===== config.mk =====
export PLATFORM = sky130hd
export DESIGN_NAME = nvram_backup_ctl
export DESIGN_NICKNAME = d
export VERILOG_FILES = /design/src/rtl/nvram_backup_ctl.sv
export SDC_FILE = /design/constraint.sdc
export NUM_CORES = 1
export LEC_CHECK = 0
export CORE_MARGIN = 2
export CORE_UTILIZATION = 40
export CTS_CLUSTER_SIZE = 8
export DETAILED_ROUTE_END_ITERATION = 7
export GPL_ROUTABILITY_DRIVEN = 0
export PLACE_DENSITY = 0.74
export SLEW_MARGIN = 10
export SYNTH_ARGS = -nofsm -noshare
export SYNTH_HDL_FRONTEND = slang
export SYNTH_SLANG_ARGS = --single-unit

===== constraint.sdc =====
create_clock -name i_clk_sys -period 2.6 [get_ports i_clk_sys]
set_input_delay 0.65 -clock i_clk_sys [delete_from_list [all_inputs] [get_ports i_clk_sys]]
set_output_delay 0.65 -clock i_clk_sys [all_outputs]
set_load 0.01 [all_outputs]

===== src/rtl/nvram_backup_ctl.sv =====
// ============================================================================
//  Module      : nvram_backup_ctl
//  Description : Battery-backup RAM save/load sequencer between the user_io
//                SD sector interface and port B of the cartridge nvram dpram.
//                Arms after a ROM download with a mounted save image, then
//                streams 2^SECTORS_LOG2 x 512-byte sectors per slot.
//                Optional feature macro: BK_AUTOSAVE_EN (idle-time autosave
//                of a dirty nvram).
//  Revision    : 1.0 - initial release
// ============================================================================
`default_nettype none

module nvram_backup_ctl #(
    parameter int          SECTORS_LOG2 = 6,
    parameter int          SLOT_BITS    = 2,
    parameter logic [23:0] TIMEOUT      = 24'hFFFFFF,
    parameter logic [23:0] AUTOSAVE_DLY = 24'h800000
) (
    input  logic                      i_clk_sys,
    input  logic                      i_reset,
    input  logic                      i_downloading,
    input  logic                      i_img_mounted,
    input  logic [31:0]               i_img_size,
    input  logic                      i_bk_load,
    input  logic                      i_bk_save,
    input  logic [SLOT_BITS-1:0]      i_bk_slot,
    input  logic                      i_nvram_we,
    input  logic                      i_sd_ack,
    input  logic [8:0]                i_sd_buff_addr,
    input  logic                      i_sd_buff_wr,
    output logic [31:0]               o_sd_lba,
    output logic                      o_sd_rd,
    output logic                      o_sd_wr,
    output logic [SECTORS_LOG2+8:0]   o_buf_a,
    output logic                      o_buf_we,
    output logic                      o_bk_ena,
    output logic                      o_bk_busy,
    output logic                      o_bk_loading,
    output logic                      o_bk_done,
    output logic                      o_bk_err
);

    localparam int c_PAD = 32 - SECTORS_LOG2 - SLOT_BITS;

    typedef enum logic [1:0] {
        S_IDLE = 2'd0,
        S_REQ  = 2'd1,
        S_XFER = 2'd2
    } state_t;

    // Arming state survives core reset (reset is held during download),
    // so these two only carry a power-up value.
    logic r_bk_ena = 1'b0;
    logic r_dl_q   = 1'b0;

    logic                     r_load_q;
    logic                     r_save_q;
    logic                     r_ack_q;

    state_t                   r_state;
    logic [SLOT_BITS-1:0]     r_slot;
    logic [SECTORS_LOG2-1:0]  r_sector;
    logic                     r_rd;
    logic                     r_wr;
    logic                     r_busy;
    logic                     r_loading;
    logic                     r_done;
    logic                     r_err;
    logic [23:0]              r_cnt;

    state_t                   w_state_nxt;
    logic [SLOT_BITS-1:0]     w_slot_nxt;
    logic [SECTORS_LOG2-1:0]  w_sector_nxt;
    logic                     w_rd_nxt;
    logic                     w_wr_nxt;
    logic                     w_busy_nxt;
    logic                     w_loading_nxt;
    logic                     w_done_nxt;
    logic                     w_err_nxt;
    logic [23:0]              w_cnt_nxt;

    logic                     w_load_rise;
    logic                     w_save_rise;
    logic                     w_auto_start;
    logic                     w_ack_rise;
    logic                     w_ack_fall;

    assign w_load_rise = i_bk_load & r_bk_ena & ~r_load_q;
    assign w_save_rise = i_bk_save & r_bk_ena & ~r_save_q;
    assign w_ack_rise  = i_sd_ack & ~r_ack_q;
    assign w_ack_fall  = ~i_sd_ack & r_ack_q;

    // Arm after a download that mounted a non-empty image; disarm on a new download.
    always_ff @(posedge i_clk_sys) begin
        r_dl_q <= i_downloading;
        if (i_downloading && i_img_mounted && (i_img_size != 32'd0)) begin
            r_bk_ena <= 1'b1;
        end else if (i_downloading && !r_dl_q) begin
            r_bk_ena <= 1'b0;
        end
    end

    // Edge history for OSD requests (gated by arming) and for sd_ack.
    always_ff @(posedge i_clk_sys) begin
        if (i_reset) begin
            r_load_q <= 1'b0;
            r_save_q <= 1'b0;
            r_ack_q  <= 1'b0;
        end else begin
            r_load_q <= i_bk_load & r_bk_ena;
            r_save_q <= i_bk_save & r_bk_ena;
            r_ack_q  <= i_sd_ack;
        end
    end

    // Sequencer state and registered outputs.
    always_ff @(posedge i_clk_sys) begin
        if (i_reset) begin
            r_state   <= S_IDLE;
            r_slot    <= '0;
            r_sector  <= '0;
            r_rd      <= 1'b0;
            r_wr      <= 1'b0;
            r_busy    <= 1'b0;
            r_loading <= 1'b0;
            r_done    <= 1'b0;
            r_err     <= 1'b0;
            r_cnt     <= '0;
        end else begin
            r_state   <= w_state_nxt;
            r_slot    <= w_slot_nxt;
            r_sector  <= w_sector_nxt;
            r_rd      <= w_rd_nxt;
            r_wr      <= w_wr_nxt;
            r_busy    <= w_busy_nxt;
            r_loading <= w_loading_nxt;
            r_done    <= w_done_nxt;
            r_err     <= w_err_nxt;
            r_cnt     <= w_cnt_nxt;
        end
    end

    // Next-state: start a slot, wait for ack (with timeout), step sectors.
    always_comb begin
        w_state_nxt   = r_state;
        w_slot_nxt    = r_slot;
        w_sector_nxt  = r_sector;
        w_rd_nxt      = r_rd;
        w_wr_nxt      = r_wr;
        w_busy_nxt    = r_busy;
        w_loading_nxt = r_loading;
        w_done_nxt    = 1'b0;
        w_err_nxt     = 1'b0;
        w_cnt_nxt     = r_cnt;
        case (r_state)
            S_IDLE: begin
                // Simultaneous load and save edges resolve to a load.
                if (w_load_rise || w_save_rise || w_auto_start) begin
                    w_state_nxt   = S_REQ;
                    w_slot_nxt    = i_bk_slot;
                    w_sector_nxt  = '0;
                    w_loading_nxt = w_load_rise;
                    w_rd_nxt      = w_load_rise;
                    w_wr_nxt      = ~w_load_rise;
                    w_busy_nxt    = 1'b1;
                    w_cnt_nxt     = '0;
                end
            end
            S_REQ: begin
                if (w_ack_rise) begin
                    w_rd_nxt    = 1'b0;
                    w_wr_nxt    = 1'b0;
                    w_state_nxt = S_XFER;
                end else if (r_cnt == TIMEOUT - 24'd1) begin
                    w_rd_nxt    = 1'b0;
                    w_wr_nxt    = 1'b0;
                    w_busy_nxt  = 1'b0;
                    w_err_nxt   = 1'b1;
                    w_state_nxt = S_IDLE;
                end else begin
                    w_cnt_nxt = r_cnt + 24'd1;
                end
            end
            S_XFER: begin
                if (w_ack_fall) begin
                    if (&r_sector) begin
                        w_busy_nxt  = 1'b0;
                        w_done_nxt  = 1'b1;
                        w_state_nxt = S_IDLE;
                    end else begin
                        // Sector field wraps inside the slot; slot bits never change.
                        w_sector_nxt = r_sector + SECTORS_LOG2'(1);
                        w_rd_nxt     = r_loading;
                        w_wr_nxt     = ~r_loading;
                        w_cnt_nxt    = '0;
                        w_state_nxt  = S_REQ;
                    end
                end
            end
            default: begin
                w_state_nxt = S_IDLE;
            end
        endcase
    end

`ifdef BK_AUTOSAVE_EN
    logic        r_dirty;
    logic [23:0] r_idle_cnt;
    logic        w_save_start;

    assign w_auto_start = r_dirty & r_bk_ena & (r_idle_cnt == AUTOSAVE_DLY);
    assign w_save_start = (r_state == S_IDLE) & ~w_load_rise & (w_save_rise | w_auto_start);

    // Dirty tracking and idle timer; a core write always wins over clearing.
    always_ff @(posedge i_clk_sys) begin
        if (i_reset) begin
            r_dirty    <= 1'b0;
            r_idle_cnt <= '0;
        end else begin
            if (i_nvram_we) begin
                r_idle_cnt <= '0;
            end else if (r_idle_cnt != AUTOSAVE_DLY) begin
                r_idle_cnt <= r_idle_cnt + 24'd1;
            end
            if (i_nvram_we) begin
                r_dirty <= 1'b1;
            end else if (w_save_start || (w_done_nxt && r_loading)) begin
                r_dirty <= 1'b0;
            end
        end
    end
`else
    logic w_unused;
    assign w_unused     = i_nvram_we ^ (^AUTOSAVE_DLY);
    assign w_auto_start = 1'b0;
`endif

    assign o_sd_lba     = {{c_PAD{1'b0}}, r_slot, r_sector};
    assign o_sd_rd      = r_rd;
    assign o_sd_wr      = r_wr;
    assign o_buf_a      = {r_sector, i_sd_buff_addr};
    assign o_buf_we     = i_sd_buff_wr & i_sd_ack & r_loading;
    assign o_bk_ena     = r_bk_ena;
    assign o_bk_busy    = r_busy;
    assign o_bk_loading = r_loading;
    assign o_bk_done    = r_done;
    assign o_bk_err     = r_err;

endmodule

`default_nettype wire


==> results.py <==
metrics = {
    "outcome": {
        "outcome": "complete, no violations",
    },
    "die": {
        "core_um2": 6760,
        "std_cell_rows": 30,
        "pin_count": 107,
        "die_w_um": 87.6,
        "initial_utilization_pct": 41.3,
        "die_area_um2": 7670,
        "die_h_um": 87.6,
    },
    "layout": {
        "syn_to_final_growth_pct": 26.2,
        "fin_area_um2": 3520,
        "drive_gt1_share_pct": 9.78,
        "final_cells": 489,
        "nets": 468,
        "num_antenna_cells": 0,
    },
    "placed_design": {
        "hpwl_um": 5040,
        "dpl_cell_area_um2": 3440,
        "port_buffers": 63,
        "place_inst": 482,
    },
    "synthesis": {
        "synth-edff-count": 0,
        "yosys.area.top_type_share_pct": 32.3,
        "ys_seq_elements": 45,
        "syn_inst": 343,
        "ys_types": 56,
        "avgSynthCellArea_um2": 8.14,
        "synthTopCellsByCount": "dfxtp_1 (45), buf_4 (39), nand2_1 (30)",
        "synth_seq_area_share_pct": 32.3,
        "yosys.area.top_type": "dfxtp_1",
        "yosys_warnings": 0,
        "netlist_area_um2": 2790,
        "synth.most_common_cell": "dfxtp_1",
        "synthArstFlopShare_pct": 0,
        "synthFlopType": "dfxtp_1",
        "ys_top_cells_by_area": "dfxtp_1 (32%), buf_4 (10%), nand2_1 (4.0%)",
    },
    "sta": {
        "maxSlewViolCount": 0,
        "layout_min_cycle_time_ns": 2.50,
        "fin_setup_tns_ns": 0,
        "rsz0062_at_grt": "false",
        "skew_ns": 0.00425,
        "hold_viol_final": 0,
        "fmax_ghz": 0.399,
        "finalCritPeriodShare_pct": 96.3,
        "finalSetupViolations": 0,
    },
    "detailed_routing": {
        "route.detailed.drc": 0,
        "vias": 2648,
        "vias_per_cell": 5.42,
        "drt_iter0_drc": 122,
        "drt_first_pass_iters": 4,
        "wire_per_inst_um": 13.6,
        "drt_wl_total_um": 6650,
        "ant_nets": 0,
    },
    "grt": {
        "grt_max_degree": 38,
        "grt_pass1_vias": 2500,
        "antenna_found_initial": 0,
        "grt_first_pass_wirelength_um": 11200,
        "track_usage_pct": 18.1,
        "grt_overflow": 0,
    },
    "power_and_ir_drop": {
        "p_leak_nw": 1.34,
        "peakVddDrop_mv": 0.249,
        "powerDensity_nw_per_um2": 551,
    },
    "worst_setup_path": {
        "crit_path_start_kind": "input pin",
        "cp_slowest_cell": "clkdlybuf4s50_1",
        "slowest_delay_ns": 0.54,
        "cp.buffers_inverters": 2,
        "critPathTopFamily": "buffers and inverters",
        "crit_path_end_kind": "output pin",
        "criticalPathCategory": "input pin to output pin",
        "cp_max_fo": 4,
        "arrival_ns": 1.85,
        "path_cells": "clkdlybuf4s50_1, and3_1, clkdlybuf4s50_1",
        "cp_common_cell": "clkdlybuf4s50_1",
        "required_ns": 1.95,
    },
    "cts": {
        "cts_tree": "yes",
        "post_cts_buffers": 0,
        "clock_path_buffers": 2,
        "numCtsBuffers": 5,
        "htreeDepth": 2,
        "path_clk_slew_ns": 0.08,
        "insertion_delay_ns": 0.30,
        "cts_resized": 0,
        "root_buffer": "clkbuf_8",
        "cts_hold_buffers": 0,
        "cts_sinks": 45,
    },
    "flow_run": {
        "maxCapViolCount": 0,
    },
    "hold_path": {
        "hold_class": "flop to flop",
    },
}
[placed cells by master, fill, tap and decap left out, types with 13 or more instances in the layout]
| cell | Yosys | routed |
|---|---|---|
| buf_4 | 39 | 21 |
| conb_1 | 1 | 24 |
| a21oi_1 | 18 | 18 |
| nor2_1 | 25 | 25 |
| nor3_1 | 13 | 13 |
| dfxtp_1 | 45 | 45 |
| nand3_1 | 19 | 19 |
| clkdlybuf4s50_1 | 0 | 63 |
| nand2_1 | 30 | 30 |
| nor4_1 | 13 | 13 |
[path summary, 6_finish.rpt]
| kind | cells past startpoint | start | slack (ns) | to |
|---|---|---|---|---|
| setup reg to reg | 7 | r_cnt[0] | 0.32 | r_cnt[22] |
| hold / removal | 2 | r_dl_q | 0.46 | o_bk_ena |
| setup / recovery | 3 | i_sd_ack | 0.1 | o_buf_we |
| hold reg to reg | 2 | r_dl_q | 0.46 | o_bk_ena |
[per-stage QoR]
step                      hold slack, ns  setup WS [ns]  total power (W)  util, %
final                              0.457         0.0969          0.00194     52.2
after global placement             0.429        -0.0432          0.00150     50.9
after detailed placement           0.441        -0.0952          0.00151     50.9
after CTS                          0.463         0.0930          0.00196     52.2
after floorplan                    0.420          0.379          0.00123        -
after global routing               0.527         0.0334          0.00207     52.2
[sequential cells by signal, summed over array words and instances, names as in the netlist, 2 cells and up]
register and cells:
r_sector 6, r_state 2, r_cnt 24, r_slot 2
[logic make-up (layout without fill, tap and decap cells)]
group                    count (synthesis)  count (layout)  synth area share [%]
buffers and inverters                   59             102                  13.3
flip-flops                              45              45                  32.3
XOR/XNOR                                 5               5                  1.57
AO/OA/AOI/OAI                           69              69                  18.1
AND/OR/NAND/NOR                        152             152                  29.7
multiplexers                             5               5                  1.79
other                                    1              24                 0.134
adder cells (fa/ha/maj)                  7               7                  3.14
[final cells by class]
class,count,area [um^2]
Clock buffer,7,86.3
Fill cell,654,3230
Inverter,11,41.3
Multi-Input combinational cell,262,1610
Sequential cell,45,901
Tap cell,80,100
Timing Repair Buffer,84,788
[worst min-delay path: stages, from the launching register on]
cell	delay, ns
dfxtp_1	0.31
o21ai_0	0.06
nand2_1	0.06
[where the power goes]
group | total (W) | switching, W | internal [W]
sequential | 0.000762 | 0.0000324 | 0.000730
clock | 0.000446 | 0.000235 | 0.000211
combinational | 0.000733 | 0.000371 | 0.000361
total | 0.00194 | 0.000639 | 0.00130
[metal layers]
layer  vias to the layer above  wire length (um)  track usage [%]
li1                       1315                 -                -
met1                      1225              2700             21.3
met2                       102              3400             32.9
met3                         6               487             4.52
met4                         0                63             4.62
met5                         -                 0                0
Power figures use the tool's default switching activity.
